==> src/rtl/div_pkg.sv <==
// ============================================================================
// Module : div_pkg
// Brief  : Shared state encoding and constants for the signed divider.
// Rev    : 1.0
// ============================================================================
`default_nettype none

package div_pkg;

  localparam logic [1:0] IDLE = 2'd0;
  localparam logic [1:0] ITER = 2'd1;
  localparam logic [1:0] FIX  = 2'd2;
  localparam logic [1:0] DONE = 2'd3;

  localparam int          DIV_ITERS = 32;
  localparam logic [31:0] INT_MIN   = 32'h8000_0000;

  typedef enum logic [1:0] {
    S_IDLE = IDLE,
    S_ITER = ITER,
    S_FIX  = FIX,
    S_DONE = DONE
  } divState_t;

endpackage

`default_nettype wire

==> src/rtl/div_step.sv <==
// ============================================================================
// Module : div_step
// Brief  : One restoring shift/subtract iteration (combinational).
// Rev    : 1.0
// ============================================================================
`default_nettype none

module div_step #(
  parameter int WIDTH = 32
) (
  input  logic [WIDTH:0] rem,
  input  logic           quo_msb,
  input  logic [WIDTH:0] divisor,
  output logic [WIDTH:0] next_rem,
  output logic           q_bit
);

  logic [WIDTH+1:0] w_trial;
  logic [WIDTH+1:0] w_diff;

  // The partial remainder stays below the divisor, so its top bit is always
  // zero; carrying it into one extra bit keeps every input bit meaningful
  // while the borrow still lands in the sign bit of the difference.
  assign w_trial  = {rem, quo_msb};
  assign w_diff   = w_trial - {1'b0, divisor};
  assign q_bit    = ~w_diff[WIDTH+1];
  assign next_rem = q_bit ? w_diff[WIDTH:0] : w_trial[WIDTH:0];

endmodule

`default_nettype wire

==> src/rtl/div_controller.sv <==
// ============================================================================
// Module : div_controller
// Brief  : Multi-cycle signed restoring divider with exception reporting.
// Rev    : 1.0
// ============================================================================
`default_nettype none

module div_controller
  import div_pkg::*;
#(
  parameter int WIDTH = 32
) (
  input  logic             clock,
  input  logic             reset,
  input  logic             ctrl_DIV,
  input  logic [WIDTH-1:0] data_operandA,
  input  logic [WIDTH-1:0] data_operandB,
  output logic [WIDTH-1:0] data_result,
  output logic             data_exception,
  output logic             data_resultRDY,
  output logic             busy
);

  localparam int             CW          = $clog2(WIDTH);
  localparam logic [CW-1:0]  c_lastIter  = CW'(WIDTH - 1);
  localparam logic [WIDTH-1:0] c_intMin  = {1'b1, {(WIDTH-1){1'b0}}};
  localparam logic [WIDTH-1:0] c_minusOne = '1;

  divState_t        r_state;
  logic [WIDTH:0]   r_rem;
  logic [WIDTH:0]   r_divisor;
  logic [WIDTH-1:0] r_quo;
  logic             r_neg;
  logic [CW-1:0]    r_count;

  logic [WIDTH-1:0] w_absA;
  logic [WIDTH-1:0] w_absB;
  logic [WIDTH:0]   w_nextRem;
  logic             w_qBit;

  // Unsigned view of the negation makes |INT_MIN| come out exact.
  assign w_absA = data_operandA[WIDTH-1] ? -data_operandA : data_operandA;
  assign w_absB = data_operandB[WIDTH-1] ? -data_operandB : data_operandB;

  div_step #(
    .WIDTH (WIDTH)
  ) u_step (
    .rem      (r_rem),
    .quo_msb  (r_quo[WIDTH-1]),
    .divisor  (r_divisor),
    .next_rem (w_nextRem),
    .q_bit    (w_qBit)
  );

  always_ff @(posedge clock) begin
    if (reset) begin
      r_state        <= S_IDLE;
      r_rem          <= '0;
      r_divisor      <= '0;
      r_quo          <= '0;
      r_neg          <= 1'b0;
      r_count        <= '0;
      data_result    <= '0;
      data_exception <= 1'b0;
      data_resultRDY <= 1'b0;
      busy           <= 1'b0;
    end else begin
      data_resultRDY <= 1'b0;
      case (r_state)
        S_IDLE: begin
          if (ctrl_DIV) begin
            busy <= 1'b1;
            if (data_operandB == '0) begin
              data_result    <= '0;
              data_exception <= 1'b1;
              data_resultRDY <= 1'b1;
              r_state        <= S_DONE;
            end else if (data_operandA == c_intMin && data_operandB == c_minusOne) begin
              data_result    <= c_intMin;
              data_exception <= 1'b1;
              data_resultRDY <= 1'b1;
              r_state        <= S_DONE;
            end else begin
              r_divisor <= {1'b0, w_absB};
              r_quo     <= w_absA;
              r_rem     <= '0;
              r_neg     <= data_operandA[WIDTH-1] ^ data_operandB[WIDTH-1];
              r_count   <= '0;
              r_state   <= S_ITER;
            end
          end
        end
        S_ITER: begin
          r_rem   <= w_nextRem;
          r_quo   <= {r_quo[WIDTH-2:0], w_qBit};
          r_count <= r_count + 1'b1;
          if (r_count == c_lastIter) begin
            r_state <= S_FIX;
          end
        end
        S_FIX: begin
          data_result    <= r_neg ? -r_quo : r_quo;
          data_exception <= 1'b0;
          data_resultRDY <= 1'b1;
          r_state        <= S_DONE;
        end
        S_DONE: begin
          busy    <= 1'b0;
          r_state <= S_IDLE;
        end
        default: begin
          busy    <= 1'b0;
          r_state <= S_IDLE;
        end
      endcase
    end
  end

endmodule

`default_nettype wire
==> config.mk <==
export PLATFORM = sky130hd
export DESIGN_NAME = div_controller
export DESIGN_NICKNAME = d
export VERILOG_FILES = /design/src/rtl/div_pkg.sv /design/src/rtl/div_step.sv /design/src/rtl/div_controller.sv
export SDC_FILE = /design/constraint.sdc
export NUM_CORES = 1
export LEC_CHECK = 0
export ABC_AREA = 1
export CORE_MARGIN = 2
export CORE_UTILIZATION = 45
export CTS_BUF_LIST = sky130_fd_sc_hd__clkbuf_4 sky130_fd_sc_hd__clkbuf_8
export DETAILED_ROUTE_END_ITERATION = 12
export GPL_TIMING_DRIVEN = 0
export PLACE_DENSITY = 0.67
export REMOVE_ABC_BUFFERS = 1
export SLEW_MARGIN = 25
export SYNTH_ARGS = -nofsm -noshare
export SYNTH_HDL_FRONTEND = slang
export SYNTH_SLANG_ARGS = --single-unit
==> constraint.sdc <==
create_clock -name clock -period 2 [get_ports clock]
set_clock_uncertainty 0.05 [all_clocks]
set_input_delay 0.4 -clock clock [delete_from_list [all_inputs] [get_ports clock]]
set_output_delay 0.4 -clock clock [all_outputs]
set_load 0.01 [all_outputs]
==> results_dict.tcl <==
set metrics [dict create \
    status "finished, violations left" \
    violations "negative setup slack" \
    synthToLayoutAreaGrowth_pct 45.7 \
    cts_root_buffer "clkbuf_8" \
    max_freq_mhz 421 \
    cts_sinks 140 \
    cpMaxStageDelayCell "dfxtp_2" \
    dpl.hpwl_um 26800 \
    portBuffers 101 \
    crit_fanout 4 \
    die_area_mm2 0.0267 \
    initial_utilization 0.456 \
    cts_tree "done" \
    final_cells 2442 \
    crit_chain "inv_1 > ha_4 > nand2_4 > inv_1 > nand2_1 > nor3_1 > nand3_1 > nand3_1 > nand2_1 > nand2_1 > nand3_4 > nand2_2 > nand2_2 > a21oi_2" \
    grt_pass1_wl_um 67500 \
    maxSlewHeadroom 0.504 \
    grt_max_degree 56 \
    cap_viol_max_count 0 \
    synth.yosys.seq_area_share 0.245 \
    placed_cells 2232 \
    fillers 2179 \
    coreArea_mm2 0.0251 \
    max_slew.worst_pin.slew_ns 0.743 \
    vdd_ir_drop_max_mv 0.663 \
    multi_input_area_mm2 0.00918 \
    p_leak_nw 7.40 \
    startpoint_type "register" \
    dp_slack_ns -1.89 \
    cts.clk_slew.worst_paths_ns 0.10 \
    rows 58 \
    ys_warn_count 0 \
    drc 0 \
    gp_congestion 0.939 \
    postRouteAntennaNets 0 \
    synth_cells 1864 \
    clock_latency_ns 0.49 \
    hp-class "input pin to register" \
    fin_util 0.664 \
    antenna_found_initial 2 \
    fin_ws_ns -0.374 \
    synth_area_mm2 0.0115 \
    synth.distinct_cells 51 \
    required_ns 2.35 \
    viasPerCell 5.65 \
    drive_gt1_frac 0.336 \
    cp-end-kind "register" \
    die_w_um 164 \
    htreeDepth 4 \
    numCtsBuffers 17 \
    cp_slowest_stage_delay_ns 0.34 \
    finalMaxSlewViolations 0 \
    layout.nets 2208 \
    crit_arrival_ns 2.73 \
    grt_overflow 0 \
    worst-setup-path-type "register to register" \
    hold_viol 0 \
    cp_common_cell "nand2_1" \
    grt_pass1_vias 13000 \
    clk_path_buf_depth 2 \
    drt_iter0_drc 1239 \
    ff_latch_area_mm2 0.00289 \
    firstDrtPassIters 6 \
    route.detailed.wl_per_inst_um 19.0 \
    powerDensity_mw_per_mm2 1170 \
    die_h_um 164 \
    p_total_mw 19.5 \
    grt_util_all_layers 0.323 \
    num_vias 13800 \
    io_pins 102 \
    rsz0062_at_grt "yes" \
    avgSynthCellArea_um2 6.14 \
    fin_crit_ns 2.37 \
    drt_wl_total_um 46300 \
    hold_buffers 0 \
    finalCritPeriodShare 1.19 \
    synth_seq_cells 140 \
    setup_viol 34 \
]
## repair_timing
action | CTS | global route
gates resized for setup | 373 | 256
cloned | 23 | 3
setup endpoints to repair | 139 | 135
pin swaps | 106 | 130
setup buffers | 103 | 50
## flip-flops by register name (all words and copies together) (netlist names)
signal	cells
data_resultRDY	1
data_result	32
data_exception	1
r_quo	32
r_neg	1
r_state	2
r_rem	33
r_divisor	32
busy	1
r_count	5
## path summary, 6_finish.rpt
path / slack [ns] / endpoint / cells past startpoint / start
worst min register to register: 0.43 / r_divisor[3] / 2 / r_divisor[3]
worst min-delay path: 0.20 / r_rem[9] / 2 / reset
worst max register to register: -0.37 / r_rem[19] / 14 / r_divisor[13]
worst max-delay path: -0.37 / r_rem[19] / 14 / r_divisor[13]
## through the flow
step	area, um^2	hold slack (ns)	TNS (ns)
2_1_floorplan	11000	0.380	-74.97
3_3_place_gp	12400	0.406	-531.94
3_5_place_dp	12600	0.422	-220.71
4_1_cts	15400	0.175	-5.37
5_1_grt	16700	0.194	-11.73
6_report	16700	0.199	-9.39
## power breakdown
part	internal [mW]	switching, mW	leakage [nW]	total (mW)
sequential	3.60	0.751	1.17	4.35
combinational	5.16	7.62	6.04	12.8
clock	0.929	1.42	0.194	2.35
## placed cells by master, fill, tap and decap left out, types with 64 or more instances in the layout
master	instances
a21oi_1	117
nand2_1	403
nand3_1	111
buf_4	118
inv_1	191
inv_2	64
o21ai_0	72
dfxtp_1	81
nand2_2	76
nor2_1	120
## logic make-up after synthesis
kind of cell,after synthesis,synth area share
adder cells (fa/ha/maj),43,0.0476
buffers and inverters,334,0.125
XOR/XNOR,72,0.0551
AO/OA/AOI/OAI,326,0.161
flip-flops,140,0.245
AND/OR/NAND/NOR,949,0.367
## final cells by class
type,count,share of cell area
antenna,1,0.000150
clock buffer,17,0.0140
clock inverter,15,0.00893
inverter,266,0.0632
multi-input combinational,1402,0.550
sequential,140,0.173
tap,330,0.0248
timing repair buffer,264,0.160
timing repair inverter,7,0.00548
## critical path, delay by kind of cell, from the launching register on
family	cells	cell delay [ns]
adders and majority gates	1	0.31
buffers and inverters	2	0.17
AOI/OAI and AO/OA	1	0.11
and+or+nand+nor	10	1.33
DFF	1	0.34
## cells in the mapped netlist, drive strengths merged
cell type / count / area, um^2
nor2: 173 / 704
nor3: 36 / 201
dfxtp: 140 / 2800
a21oi: 174 / 995
o211a: 2 / 20.0
fa: 1 / 20.0
clkbuf: 30 / 113
xnor2: 15 / 131
nor4: 5 / 31.3
nand2: 505 / 1960
nand4: 23 / 144
or2: 7 / 43.8
a31oi: 16 / 100
o21ai: 118 / 594
clkinv: 3 / 11.3
and2: 5 / 31.3
xor2: 57 / 499
inv: 263 / 990
a22oi: 2 / 15.0
o211ai: 2 / 15.0
nand3b: 10 / 75.1
o31ai: 1 / 7.51
ha: 42 / 526
and3: 1 / 6.26
a21o: 1 / 7.51
nand3: 184 / 996
o21bai: 9 / 78.8
o22ai: 1 / 6.26
buf: 38 / 323
## metal layers
metal / wire [um] / GRT usage
met2: 22700 / 0.567
met4: 3130 / 0.204
met1: 17200 / 0.363
met3: 3210 / 0.0554
met5: 16 / 0
Power figures use the tool's default switching activity.
